File: config.mk
export PLATFORM = sky130hd
export DESIGN_NAME = mac_share_arbiter
export DESIGN_NICKNAME = d
export VERILOG_FILES = /design/src/rtl/mac_share_arbiter.sv
export SDC_FILE = /design/constraint.sdc
export NUM_CORES = 1
export LEC_CHECK = 0
export CAP_MARGIN = 5
export CORE_AREA = 2 2 192 194
export DETAILED_ROUTE_END_ITERATION = 10
export DIE_AREA = 0 0 194 196
export MAX_ROUTING_LAYER = met4
export PLACE_DENSITY = 0.67
export SLEW_MARGIN = 10
export SYNTH_ARGS = -nofsm -noshare
export SYNTH_HDL_FRONTEND = slang
export SYNTH_SLANG_ARGS = --single-unit
export TNS_END_PERCENT = 10
File: constraint.sdc
create_clock -name clk -period 8.2 [get_ports clk]
set_input_delay 2.05 -clock clk [delete_from_list [all_inputs] [get_ports clk]]
set_output_delay 2.05 -clock clk [all_outputs]
set_load 0.05 [all_outputs]
File: src/rtl/mac_share_arbiter.sv
// Round-robin arbiter sharing one serial MAC (a,b,c streamed -> a*b+c) between
// N requesters; each triple is streamed, awaited and answered with its id.
//
// Ports:
//   clk, rst                 clock (rising edge), async active-high reset
//   req_valid/a/b/c          per-requester triple, requester i at [i*W +: W]
//   req_ready                one-cycle accept pulse to the granted requester
//   mac_validi, mac_data_in  word stream to the MAC (a, b, c)
//   mac_valido, mac_data_out result from the MAC
//   rsp_valid/ready          response handshake, held until rsp_ready
//   rsp_id, rsp_data, rsp_err
//                            owner id, result (0 on error), timeout flag
//   busy                     high whenever the FSM is not idle
module mac_share_arbiter #(
    parameter int N       = 4,
    parameter int W       = 32,
    parameter int TIMEOUT = 15,
    localparam int IW     = (N > 1) ? $clog2(N) : 1
) (
    input  logic           clk,
    input  logic           rst,
    input  logic [N-1:0]   req_valid,
    input  logic [N*W-1:0] req_a,
    input  logic [N*W-1:0] req_b,
    input  logic [N*W-1:0] req_c,
    output logic [N-1:0]   req_ready,
    output logic           mac_validi,
    output logic [W-1:0]   mac_data_in,
    input  logic           mac_valido,
    input  logic [W-1:0]   mac_data_out,
    output logic           rsp_valid,
    input  logic           rsp_ready,
    output logic [IW-1:0]  rsp_id,
    output logic [W-1:0]   rsp_data,
    output logic           rsp_err,
    output logic           busy
);

    localparam int CW = $clog2(TIMEOUT + 1);

    typedef enum logic [2:0] {
        IDLE, SEND_A, SEND_B, SEND_C, WAIT, RESP
    } state_t;

    state_t         state_q;
    logic [IW-1:0]  ptr_q;
    logic [IW-1:0]  id_q;
    logic [W-1:0]   a_q, b_q, c_q;
    logic [CW-1:0]  cnt_q;
    logic [N-1:0]   req_ready_q;
    logic           mac_validi_q;
    logic [W-1:0]   mac_data_q;
    logic           rsp_valid_q;
    logic [W-1:0]   rsp_data_q;
    logic           rsp_err_q;
    logic           busy_q;

    logic           gnt_vld_d;
    logic [IW-1:0]  gnt_d;
    logic [IW-1:0]  cand;
    logic [N-1:0]   gnt_oh_d;

    // Search starts one past the last winner, so the last winner has
    // lowest priority on the next round.
    always_comb begin
        gnt_vld_d = 1'b0;
        gnt_d     = '0;
        cand      = '0;
        for (int k = 1; k <= N; k++) begin
            cand = IW'((int'(ptr_q) + k) % N);
            if (!gnt_vld_d && req_valid[cand]) begin
                gnt_vld_d = 1'b1;
                gnt_d     = cand;
            end
        end
        gnt_oh_d = {{(N-1){1'b0}}, 1'b1} << gnt_d;
    end

    always_ff @(posedge clk or posedge rst) begin
        if (rst) begin
            state_q      <= IDLE;
            ptr_q        <= IW'(N - 1);
            id_q         <= '0;
            a_q          <= '0;
            b_q          <= '0;
            c_q          <= '0;
            cnt_q        <= '0;
            req_ready_q  <= '0;
            mac_validi_q <= 1'b0;
            mac_data_q   <= '0;
            rsp_valid_q  <= 1'b0;
            rsp_data_q   <= '0;
            rsp_err_q    <= 1'b0;
            busy_q       <= 1'b0;
        end else begin
            // Pulses and the MAC stream default low; WAIT relies on this
            // gap to restart the MAC's word phase between triples.
            req_ready_q  <= '0;
            mac_validi_q <= 1'b0;
            mac_data_q   <= '0;
            unique case (state_q)
                IDLE: begin
                    if (gnt_vld_d) begin
                        req_ready_q <= gnt_oh_d;
                        a_q         <= req_a[gnt_d*W +: W];
                        b_q         <= req_b[gnt_d*W +: W];
                        c_q         <= req_c[gnt_d*W +: W];
                        id_q        <= gnt_d;
                        ptr_q       <= gnt_d;
                        busy_q      <= 1'b1;
                        state_q     <= SEND_A;
                    end
                end
                SEND_A: begin
                    mac_validi_q <= 1'b1;
                    mac_data_q   <= a_q;
                    state_q      <= SEND_B;
                end
                SEND_B: begin
                    mac_validi_q <= 1'b1;
                    mac_data_q   <= b_q;
                    state_q      <= SEND_C;
                end
                SEND_C: begin
                    mac_validi_q <= 1'b1;
                    mac_data_q   <= c_q;
                    cnt_q        <= '0;
                    state_q      <= WAIT;
                end
                WAIT: begin
                    if (mac_valido) begin
                        rsp_valid_q <= 1'b1;
                        rsp_data_q  <= mac_data_out;
                        rsp_err_q   <= 1'b0;
                        state_q     <= RESP;
                    end else if (cnt_q == CW'(TIMEOUT - 1)) begin
                        rsp_valid_q <= 1'b1;
                        rsp_data_q  <= '0;
                        rsp_err_q   <= 1'b1;
                        state_q     <= RESP;
                    end else begin
                        cnt_q <= cnt_q + CW'(1);
                    end
                end
                RESP: begin
                    if (rsp_ready) begin
                        rsp_valid_q <= 1'b0;
                        busy_q      <= 1'b0;
                        state_q     <= IDLE;
                    end
                end
                default: begin
                    state_q <= IDLE;
                    busy_q  <= 1'b0;
                end
            endcase
        end
    end

    assign req_ready   = req_ready_q;
    assign mac_validi  = mac_validi_q;
    assign mac_data_in = mac_data_q;
    assign rsp_valid   = rsp_valid_q;
    assign rsp_id      = id_q;
    assign rsp_data    = rsp_data_q;
    assign rsp_err     = rsp_err_q;
    assign busy        = busy_q;

endmodule

; Word-level counts from Yosys, hierarchy flattened
; Cells that the tools add are included.
[totals]
register_bits = 179
input_bits = 424
wordCells = 94
[op_classes]
addsub = 5
order_cmp = 4
eq_ne = 11
n_shift = 4
mux = 37
n_bitwise = 1
reduce_logical = 18
[ops]
columns = op, count
row1 = variable part select 128 x 8 -> 32 bit, 3
row2 = one-hot mux 32 bit (3 select lines), 1
row3 = two-way mux 32 bit, 2
row4 = one-hot mux 3 bit (6 select lines), 1
row5 = two-way mux 4 bit, 4
row6 = two-way mux 1 bit, 14
row7 = "less-than comparator 2 x 3 -> 1 bit, second input constant", 4
row8 = two-way mux 3 bit, 4
row9 = AND reduction 3 bit, 4
row10 = binary-select mux 1 bit (select 2 bit), 4
row11 = two-way mux 2 bit, 4
row12 = "inequality test 2 bit, second input constant", 4
row13 = one-hot mux 4 bit (2 select lines), 1
row14 = "== test 3 x 2 -> 1 bit, second input constant", 2
row15 = "== test 3 bit, second input constant", 2
row16 = nonzero test 2 bit, 3
row17 = "adder 2 x 1 -> 2 bit, second input constant", 2
row18 = "adder 2 bit, second input constant", 2
row19 = "adder 4 x 1 -> 4 bit, second input constant", 1
row20 = "== test 4 bit, second input constant", 1
row21 = AND reduction 2 bit, 2
row22 = OR reduction 4 bit, 1
row23 = "<< shifter 1 x 2 -> 4 bit, first input constant", 1
row24 = "== test 3 x 1 -> 1 bit, second input constant", 1
row25 = other kinds (8), 12

; Depth between registers and ports, before layout
; Gate-level depths: netlist (run 1).
[depth]
depth_word = 16
ltp_mapped = 9
ltp_nobuf = 7

; Worst setup path before layout (run 1)
; OpenSTA, ideal clock, no wires.
[synth_path]
path_type = in2reg
from = input req_valid[3]
to = register c_q[11]
setup_time_ps = 77
arrival_ps = 3240
t_required_ps = 8123
path_slack_ps = 4883
path_stages = 7
path_cell_list = and2b_4 o31ai_4 buf_2 buf_2 o21ai_1 mux2_2 a21oi_1
[synth_between]
elab_chain_len = 13
elab_cells_between_ends = 24
cone_classes = shift: 1 / mux: 16 / reduce/logical: 7
[synth_lines]
columns = element, line
row1 = from (decl), 22  ; input logic [N-1:0] req_valid,
row2 = binary-select mux 1 bit (select 2 bit), 71  ; if (!gnt_vld_d && req_valid[cand]) begin
row3 = two-way mux 1 bit (implied by the code), 71
row4 = two-way mux 1 bit, 71
row5 = zero test 1 bit, 71
row6 = logical AND 1 bit, 71
row7 = two-way mux 1 bit, 71
row8 = zero test 1 bit, 71
row9 = logical AND 1 bit, 71
row10 = two-way mux 1 bit, 71
row11 = zero test 1 bit, 71
row12 = logical AND 1 bit, 71
row13 = two-way mux 2 bit / two-way mux 1 bit (equally long branches), 71
row14 = variable part select 128 x 8 -> 32 bit / AND reduction 2 bit (equally long branches), -
row15 = to (signal assigned), 107  ; c_q <= req_c[gnt_d*W +: W];
row16 = to (decl), 48  ; logic [W-1:0] a_q, b_q, c_q;
; Several ways; a longest one is shown, not always the timed one. The select of a mux whose other input is x is not followed.
; A chain may end at the register's enable or synchronous reset.

; Final worst setup path (run 1)
[layout_path]
from = input req_valid[1]
to = register c_q[19]
; Same word-level chain as after synthesis.

==> results of run 1 <==
## through the flow
step	power, mW	worst slack (ns)	instances
after floorplan	3.95	1.29	1139
after global placement	5.07	3.22	1996
after detailed placement	5.13	3.09	1996
after CTS	5.96	3.56	2028
after global routing	6.29	3.41	2029
final	5.90	3.58	2029
## synth_stat cells (3+ instances only)
library cell	n	area share, %
sky130_fd_sc_hd__a21oi_1	138	6.2
sky130_fd_sc_hd__a221oi_1	37	2.9
sky130_fd_sc_hd__a221oi_2	59	7.9
sky130_fd_sc_hd__a22o_1	32	2.5
sky130_fd_sc_hd__and2_1	3	0.17
sky130_fd_sc_hd__buf_1	5	0.17
sky130_fd_sc_hd__buf_12	6	1.1
sky130_fd_sc_hd__buf_2	49	2.2
sky130_fd_sc_hd__buf_6	11	1.1
sky130_fd_sc_hd__clkbuf_1	48	1.6
sky130_fd_sc_hd__dfrtp_1	177	40
sky130_fd_sc_hd__inv_1	4	0.13
sky130_fd_sc_hd__inv_2	4	0.13
sky130_fd_sc_hd__mux2_2	23	2.3
sky130_fd_sc_hd__mux2i_1	106	9.5
sky130_fd_sc_hd__nand2_1	10	0.34
sky130_fd_sc_hd__nand2b_1	5	0.28
sky130_fd_sc_hd__nor2_1	179	6.0
sky130_fd_sc_hd__nor2b_1	4	0.22
sky130_fd_sc_hd__nor3_1	4	0.18
sky130_fd_sc_hd__nor3b_1	146	9.8
sky130_fd_sc_hd__o21ai_0	24	1.1
sky130_fd_sc_hd__o21ai_1	31	1.4
## power by group through the flow
stage	Combinational (mW)	Sequential [mW]	Clock [mW]
2_1_floorplan	1.91	2.04	0
3_3_place_gp	3.45	1.63	0
3_5_place_dp	3.49	1.64	0
4_1_cts	3.51	1.63	0.829
5_1_grt	3.76	1.67	0.863
6_report	3.48	1.62	0.806
## cell type report
| class | count | area [um^2] | share of cell area [%] |
|---|---|---|---|
| clock buffers | 22 | 464 | 2.76 |
| inverters | 8 | 37.5 | 0.224 |
| repair buffers | 511 | 5100 | 30.4 |
| clock inverters | 10 | 100 | 0.596 |
| well taps | 468 | 586 | 3.49 |
| multi-input cells | 830 | 6010 | 35.8 |
| diodes | 1 | 2.50 | 0.0149 |
| flip-flops and latches | 179 | 4480 | 26.7 |
## metal layers
| metal | track usage (%) | vias up |
|---|---|---|
| met5 | - | - |
| met4 | 5.81 | 0 |
| met3 | 5.54 | 41 |
| met2 | 40.9 | 477 |
| li1 | - | 5024 |
| met1 | 31.7 | 5330 |
## state kept, by name, summed over array words and instances, names as in the netlist
name	cells
cnt_q	4
c_q	32
b_q	32
busy	1
rsp_id	2
rsp_data	32
a_q	32
state_q	3
mac_data_in	32
rsp_err	1
mac_validi	1
rsp_valid	1
ptr_q	2
req_ready	4
## path summary, 6_finish.rpt
check | to | slack [ns]
max | c_q[19]$_DFFE_PP0P_ | 3.58
min | rsp_id[1]$_DFFE_PP0P_ | 0.49
max reg2reg | c_q[19]$_DFFE_PP0P_ | 5.14
min reg2reg | rsp_id[1]$_DFFE_PP0P_ | 0.49
max in group asynchronous | a_q[3]$_DFFE_PP0P_ | 4.60
min in group asynchronous | a_q[17]$_DFFE_PP0P_ | 2.16
## cells by family after synthesis
group | after synthesis
xor+xnor | 1
flops | 179
compound gates | 336
fa+ha+maj | 2
simple gates | 362
buf+inv | 130
mux | 129
## worst reg2reg max path, cell delays in order, from the launching register on
cell and delay (ns):
sky130_fd_sc_hd__dfrtp_2 0.34, sky130_fd_sc_hd__buf_4 0.61, sky130_fd_sc_hd__nor2_1 0.28, sky130_fd_sc_hd__nand2_4 0.72, sky130_fd_sc_hd__buf_4 0.66, sky130_fd_sc_hd__a221oi_1 0.16, sky130_fd_sc_hd__a21oi_1 0.21
==> results.yml, run 1 <==
outcome:
  outcome: "finished, violations left"
  violations_in_the_final_reports: "design-rule violations"
sta:
  final_layout_setup_total_negative_slack_ns: 0
  final_hold_viol_count: 0
  worst-slew-pin-transition_ns: 1.14
  final_max_slew_viol_count: 0
  slew_headroom_pct: 24.0
  fmax_mhz: 216
  final.hold.worst_slack_ns: 0.494
  period_needed_ns: 4.62
  fin_worst_skew_ns: 0.00903
  grt_setup_unrepaired: "false"
  finalSetupViolCount: 0
  finalCritPeriodShare_pct: 56.3
floorplanning:
  die-width_um: 194
  row_count: 70
  die_h_um: 196
  core_region_area_um2: 36100
  floorplan.initialDensity_pct: 31.0
  dieArea_um2: 38000
  pin_count: 498
cts:
  count_of_instances_resized_after_the_clock_tree_is_built: 0
  cts_buffer_count: 17
  cts_root_buffer: "sky130_fd_sc_hd__clkbuf_16"
  insertion_delay_ns: 0.44
  cts.clk_slew.worst_paths_ns: 0.07
  numClockSinks: 179
  cts-hold-fix-buffers: 0
  h-tree-depth: 4
  max_buffers_root_to_sink: 2
  postCtsSetupRepairBufs: 0
  clock_tree_from_tritoncts: "built"
drt:
  antenna_violating_nets_post_route: 0
  vias_per_cell: 5.36
  initialDrtViolationCount: 578
  detail_route.wirelength.met1_um: 20200
  routed-wl-met2_um: 22600
  route.top_layer_used: "met4"
  route.detailed.drc: 3
  totalWireLength_um: 46700
  detail_route.first_pass.iterations: 10
  met3_wirelength_um: 3130
  routed-via-count: 10872
  post_drt_wl_per_cell_um: 23.0
finish:
  finish.utilization_pct: 46.5
  area_growth_syn_to_layout_pct: 50.2
  share_of_cells_above_drive_strength_1_pct: 9.55
  finish.instance_area_um2: 16800
  mostFrequentLayoutCell: "sky130_fd_sc_hd__clkdlybuf4s50_1"
  final.fill_count: 3436
  nNetsFinal: 1973
  mostFrequentLayoutCells: "sky130_fd_sc_hd__clkdlybuf4s50_1, sky130_fd_sc_hd__nor2_1, sky130_fd_sc_hd__dfrtp_1"
logic_synthesis:
  main_flop_type_after_synthesis: "sky130_fd_sc_hd__dfrtp_1"
  synthMuxAreaShare_pct: 11.8
  synth-adder-area-share_pct: 0.224
  post_synth_instance_area_um2: 11200
  synth_compound_area_share_pct: 23.3
  ys_async_sr_fraction_pct: 100
  synthSimpleGateAreaFrac_pct: 17.8
  xor_and_xnor_area_share_after_synthesis_pct: 0.0783
  synth.net_count: 1565
  yosysSeqAreaShare_pct: 40.1
  synth_cell_types: 48
  number_of_cells_produced_by_synthesis: 1139
  post_synth.cell_area_avg_um2: 9.82
  postSynthRegisterBits: 179
  synth-edff-count: 0
  ys_warn_count: 0
  synth_top_family_by_area: "compound AO/OA/AOI/OAI gates"
power_and_ir_drop:
  seq_power_share_pct: 27.4
  power.combinational.fraction_pct: 58.9
  leakage_nw: 6.55
  power_per_cell_area_nw_per_um2: 352
  maximum_resistive_drop_on_vdd_mv: 0.288
  net_sw_power_mw: 2.85
  clock_power_share_pct: 13.7
  cell_internal_pwr_mw: 3.06
  p_sw_share_pct: 48.3
setup_path:
  timing.setup.critical_path_class: "in2reg"
  worstPathBufferInverterCount: 2
  r2r_start: "state_q[0]$_DFFE_PP0P_"
  crit_cells: 7
  timing.critical_path.cells: "clkdlybuf4s50_1 -> nor4_2 -> nor2_1 -> nand2_4 -> buf_4 -> a221oi_1 -> a21oi_1"
  endpoint_kind: "flip-flop"
  crit_path_top_delay_cell: "sky130_fd_sc_hd__nand2_4"
  critical_path.max_fanout: 64
  worst_setup_start_kind: "primary input"
  crit_required_ns: 8.56
  critPathTopFamily: "simple AND/OR/NAND/NOR gates"
  cp_data_arrival_time_ns: 4.98
  timing.critical_path.from: "req_valid[1]"
  slowest_delay_ns: 0.70
  worst_r2r_path_depth: 6
placed_design:
  dpl-instance-area_um2: 16200
  placement.io_buffers: 497
  routabilityCongestion: 0.895
  post-dp-hpwl_um: 34200
global_route:
  antenna_found_initial: 2
  maximum_number_of_pins_on_one_net_before_global_route_repair: 194
  gr-usage-all-layers_pct: 25.0
  grt.overflow.total: 0
  first_global_vias: 11238
  grt_first_pass_wirelength_um: 69900
hold_path:
  hp-start: "rsp_id[1]$_DFFE_PP0P_"
  worstHoldPathType: "reg2reg"
  timing.hold.worst_path_depth: 2
job:
  timing.max_cap.violations: 0
Power figures use the tool's default switching activity.
==> run 2: changes to the inputs <==
==> constraint.sdc (replaced) <==
create_clock -name clk -period 4.5 [get_ports clk]
set_input_delay 1.125 -clock clk [delete_from_list [all_inputs] [get_ports clk]]
set_output_delay 1.125 -clock clk [all_outputs]
set_load 0.05 [all_outputs]
==> run 2 against run 1 <==
Against the previous run: the run now ends clean; utilization rose by 0.46 points; via count hardly changed; setup slack got worse by 2.5 ns; die area did not move; sequential share of layout area shrank 0.26 points; cell count grew 0.30%; critical path type unchanged; critical endpoint is now b_q[16]$_DFFE_PP0P_; largest cell class unchanged.
==> results.yml, run 2 (synthesis gave the netlist of run 1 again) <==
cts:
  cts-hold-fix-buffers: 0
  cts_root_buffer: "sky130_fd_sc_hd__clkbuf_16"
  numClockSinks: 179
  postCtsSetupRepairBufs: 0
  clock_tree_from_tritoncts: "built"
  cts.clk_slew.worst_paths_ns: 0.07
  cts_buffer_count: 17
  count_of_instances_resized_after_the_clock_tree_is_built: 0
  h-tree-depth: 4
  max_buffers_root_to_sink: 2
  insertion_delay_ns: 0.44
global_route:
  first_global_vias: 11281
  antenna_found_initial: 3
  grt_first_pass_wirelength_um: 69300
  maximum_number_of_pins_on_one_net_before_global_route_repair: 101
  gr-usage-all-layers_pct: 24.9
  grt.overflow.total: 0
power_and_ir_drop:
  maximum_resistive_drop_on_vdd_mv: 0.402
  power_per_cell_area_nw_per_um2: 645
  leakage_nw: 6.63
drt:
  initialDrtViolationCount: 582
  vias_per_cell: 5.35
  routed-via-count: 10881
  totalWireLength_um: 47000
  detail_route.first_pass.iterations: 5
  antenna_violating_nets_post_route: 0
  post_drt_wl_per_cell_um: 23.1
  route.detailed.drc: 0
hold_path:
  worstHoldPathType: "reg2reg"
  hp-start: "rsp_id[1]$_DFFE_PP0P_"
placed_design:
  pre_cts_ws_ns: 0.625
  dpl-instance-area_um2: 16400
  placement.io_buffers: 497
  post-dp-hpwl_um: 35000
  dpl.cell_count: 2001
  routabilityCongestion: 0.838
setup_path:
  crit_path_top_delay_cell: "sky130_fd_sc_hd__o311a_4"
  crit_required_ns: 4.86
  critical_path.max_fanout: 54
  timing.critical_path.cells: "clkdlybuf4s50_1 -> and2b_4 -> nor2_2 -> o311a_4 -> buf_4 -> a221oi_2 -> a21oi_1"
  timing.critical_path.from: "req_valid[3]"
  timing.setup.critical_path_class: "in2reg"
  r2r_start: "ptr_q[0]$_DFFE_PP1P_"
  cp_data_arrival_time_ns: 3.77
  slowest_delay_ns: 0.81
  worst_setup_start_kind: "primary input"
  endpoint_kind: "flip-flop"
floorplanning:
  floorplan.initialDensity_pct: 31.0
  row_count: 70
  pin_count: 498
  die_h_um: 196
  dieArea_um2: 38000
  die-width_um: 194
  core_region_area_um2: 36100
sta:
  worst-slew-pin-transition_ns: 1.16
  fmax_mhz: 293
  final_max_slew_viol_count: 0
  finalCritPeriodShare_pct: 75.8
  slew_headroom_pct: 22.4
  final_hold_viol_count: 0
  period_needed_ns: 3.41
  finalSetupViolCount: 0
  setup_ws_ns: 1.09
  grt_setup_unrepaired: "false"
  fin_worst_skew_ns: 0.0104
  final_layout_setup_total_negative_slack_ns: 0
outcome:
  outcome: "finished, final reports clean"
finish:
  finish.instance_area_um2: 17000
  final.fill_count: 3462
  finish.utilization_pct: 47.0
  area_growth_syn_to_layout_pct: 51.7
  nNetsFinal: 1978
  mostFrequentLayoutCell: "sky130_fd_sc_hd__clkdlybuf4s50_1"
  mostFrequentLayoutCells: "sky130_fd_sc_hd__clkdlybuf4s50_1, sky130_fd_sc_hd__nor2_1, sky130_fd_sc_hd__dfrtp_1"
  share_of_cells_above_drive_strength_1_pct: 9.85
  finish.cell_count_without_fillers: 2035
job:
  timing.max_cap.violations: 0
[run 2: cell types whose count changed in the layout (fill, tap and decap cells not counted)]
| cell | change |
|---|---|
| sky130_fd_sc_hd__and3_1 | +1 |
| sky130_fd_sc_hd__inv_6 | -2 |
| sky130_fd_sc_hd__clkinvlp_4 | -2 |
| sky130_fd_sc_hd__and3_2 | -1 |
| sky130_fd_sc_hd__clkbuf_8 | +1 |
| sky130_fd_sc_hd__buf_4 | -3 |
| sky130_fd_sc_hd__clkbuf_1 | -2 |
| sky130_fd_sc_hd__clkinv_4 | +2 |
| sky130_fd_sc_hd__diode_2 | +2 |
| sky130_fd_sc_hd__buf_12 | +8 |
| sky130_fd_sc_hd__bufinv_16 | +1 |
| sky130_fd_sc_hd__clkinv_2 | +1 |
[run 2: critical path, delay by kind of cell]
kind                   cells  cell delay (ns)
AO/OA/AOI/OAI              3             1.12
AND/OR/NAND/NOR            2             0.37
buffers and inverters      2             1.09
[run 2: stage by stage]
| stage | hold WS, ns | power, mW |
|---|---|---|
| 2_1_floorplan | 0.481 | 7.19 |
| 3_3_place_gp | 0.484 | 9.34 |
| 3_5_place_dp | 0.490 | 9.45 |
| 4_1_cts | 0.509 | 11.0 |
| 5_1_grt | 0.523 | 11.6 |
| 6_report | 0.501 | 10.9 |
[run 2: area by class of cell]
| class | count | area, um^2 | share of cell area, % |
|---|---|---|---|
| Inverter | 8 | 33.8 | 0.199 |
| Multi-Input combinational cell | 830 | 6010 | 35.4 |
| Clock buffer | 21 | 470 | 2.77 |
| Antenna cell | 3 | 7.51 | 0.0443 |
| Clock inverter | 10 | 124 | 0.730 |
| Tap cell | 468 | 586 | 3.45 |
| Timing Repair Buffer | 516 | 5240 | 30.9 |
| Sequential cell | 179 | 4480 | 26.4 |
[run 2: report_power, final]
part | total [mW] | leakage (nW) | switching, mW | internal, mW
Clock | 1.55 | 0.291 | 0.679 | 0.867
Sequential | 3.00 | 2.10 | 0.609 | 2.39
Combinational | 6.39 | 4.24 | 3.95 | 2.44
[run 2: worst paths after layout]
kind,to,slack (ns),cells past startpoint
worst min register to register,rsp_id[1]$_DFFE_PP0P_,0.50,2
worst max register to register,b_q[16]$_DFFE_PP0P_,1.73,6
worst min-delay path,rsp_id[1]$_DFFE_PP0P_,0.50,2
worst max-delay path,b_q[16]$_DFFE_PP0P_,1.09,7
max in group asynchronous,state_q[0]$_DFFE_PP0P_,2.71,3
min in group asynchronous,mac_data_in[20]$_DFF_PP0_,0.96,2
[run 2: routing by layer]
layer / up-vias / global-route usage (%) / wire length, um
li1: 5033 / - / -
met1: 5322 / 30.2 / 19800
met2: 465 / 40.1 / 22300
met4: 0 / 9.43 / 1470
met3: 61 / 6.02 / 3410
met5: - / - / 0
==> RTL edit: new RTL, flow settings as in run 2 <==
The parameter `W` goes from 32 to 24.
--- a/src/rtl/mac_share_arbiter.sv
+++ b/src/rtl/mac_share_arbiter.sv
@@ -13,7 +13,7 @@
 //   busy                     high whenever the FSM is not idle
 module mac_share_arbiter #(
     parameter int N       = 4,
-    parameter int W       = 32,
+    parameter int W       = 24,
     parameter int TIMEOUT = 15,
     localparam int IW     = (N > 1) ? $clog2(N) : 1
 ) (
Ports: changed (6 resized); port bits go from 498 to 378. No check against the original RTL was run, so the function may have changed too.
==> RTL edit against run 2 <==
Sequential cell count fell by 40; worst hold slack lost 0.015 ns; power shrank 23%; wire length is 25% lower; setup slack better by 0.065 ns; register-to-register slack gained 0.12 ns; highest routed layer unchanged; global-route usage is 6.0 points lower; synthesized area is 28% lower; die area did not move; combinational power down 26%; design area decreased by 25%.
==> RTL edit: results (changes against run 2) <==
** Run status
- The run finished with clean final reports.

** Synthesis
- Sequential cell area fraction in the yosys report :: 43.39% (+3.3 points)
- Syn_nets :: 1174 (-25%)
- In the post-synthesis netlist, the biggest area contributors are dfrtp_1, a221oi_1, nor4_2, a21oi_1, nor2_1.
- Synthesized netlist cell count :: 852 (-25%)
- The post-synthesis cell type count is 48 (unchanged).

** Worst setup path
- CP required :: 4.84 ns (-0.02 ns)
- The worst register-to-register path begins at state_q[0].
- The endpoint identified for the worst register-to-register timing path is b_q[9].
- Crit-path max FO :: 51 (-5.6%)
- Slowest stage cell, crit path :: a2111o_2
- The largest incremental delay on the critical path came to 0.72 ns (-0.09 ns).

** Placement
- Count of port buffers added during placement :: 377 (-24%)
- The count of placed standard cells including taps was 1624 (-19%).
- Placed cell area :: 0.01211 mm² (-26%)
- The weighted congestion reported at the end of routability-driven placement came to 0.8738 (+4.3%).

** Timing
- Final clock skew :: 0.01498 ns (+0.004620 ns)
- Hold_ws :: 0.4858 ns (-0.01504 ns)
- Slew Limit Headroom :: 29.66% (+7.2 points)

** Power and ir drop
- Net Switching :: 4.091 mW (-22%)
- The part of the total power dissipated in combinational logic is 56.0% (-2.4 points).
- Peak VDD IR :: 0.4765 mV (+19%)
- Total leakage power :: 4.895 nW (-26%)
- The power density relative to cell area came to 666.4 mW/mm² (+3.3%).
- Reported clock group power :: 1.46 mW (-6%)

** Global routing
- The overall fraction of global-route tracks in use was 18.85% (-6.0 points).
- The largest net degree at the start of global routing came to 140 (+39%).
- Wire length of the first global-routing pass :: 52490 µm (-24%)
- The number of antenna violations at the first check in global routing was 1 (-2).
- The via count of the first global-routing pass was 8528 (-24%).

** Final layout
- The number of clock buffers in the layout was 18 (-14%).
- Multi-input combinational cell count :: 567 (-32%)
- Clock tree cell share of total cell area :: 4.715% (+1.2 points)
- The area used by multi-input combinational logic is 0.003870 mm² (-36%).
- The number of standard cells in the final layout excluding fillers was 1656 (-19%).
- Non-clk buf share :: 31.13% (+0.21 points)
- Fraction of the core area covered by cells at the end of the flow :: 35.23% (-12 points)
- Count of inserted antenna diode cells :: 0 (-3)
- The number of inverters outside the clock class in the layout is 57 (+49).
- Filler Cell Count :: 3700 (+6.9%)
- The fraction of layout cells with a size suffix above 1 is 9.680% (-0.17 points).
- The number of signal-net buffers in the layout was 393 (-24%).
- Number of flip-flops and latches :: 139 (-22%)
- Nets :: 1497 (-24%)
- The proportion of cell area occupied by registers is 27.39% (+0.95 points).

** Route
- Routed metal-1 wire length :: 15410 µm (-22%)
- Detailed router's first-iteration violation count :: 428 (-26%)
- The wire length on met3 was 1950 µm (-43%).
- The detailed-route vias per instance is 5.006 (-6.4%).
- The total wire length after detailed routing is 35280 µm (-25%).
- Met2 routed wirelength :: 17020 µm (-24%)
-- RTL edit: layer usage --
metal / vias up / GRT usage [%]
met2: 339 / 30.30
li1: 3846 / -
met5: - / -
met3: 47 / 3.868
met4: 0 / 5.892
met1: 4058 / 23.83
-- RTL edit: how the worst max path moves through the flow --
stage            startpoint  endpoint  slack [ns]  depth (start not counted)
2_1_floorplan           rst    a_q[0]        1.64                          1
3_3_place_gp   req_valid[3]   a_q[18]        0.82                          7
3_5_place_dp   req_valid[3]    c_q[9]        0.80                          7
4_1_cts        req_valid[3]   b_q[11]        1.25                          7
5_1_grt        req_valid[3]    b_q[2]        1.07                          7
6_report       req_valid[3]   b_q[11]        1.16                          7
-- RTL edit: kinds of logic (layout without fill, tap and decap cells) --
logic type,after synthesis,count (layout),synth area share [%]
buffers and inverters,146,482,8.922
DFF,139,139,43.39
xor gates and xnor gates,1,1,0.1092
and+or+nand+nor,235,235,18.41
adders and majority gates,2,2,0.3119
muxes,25,25,3.120
AOI/OAI and AO/OA,304,304,25.74
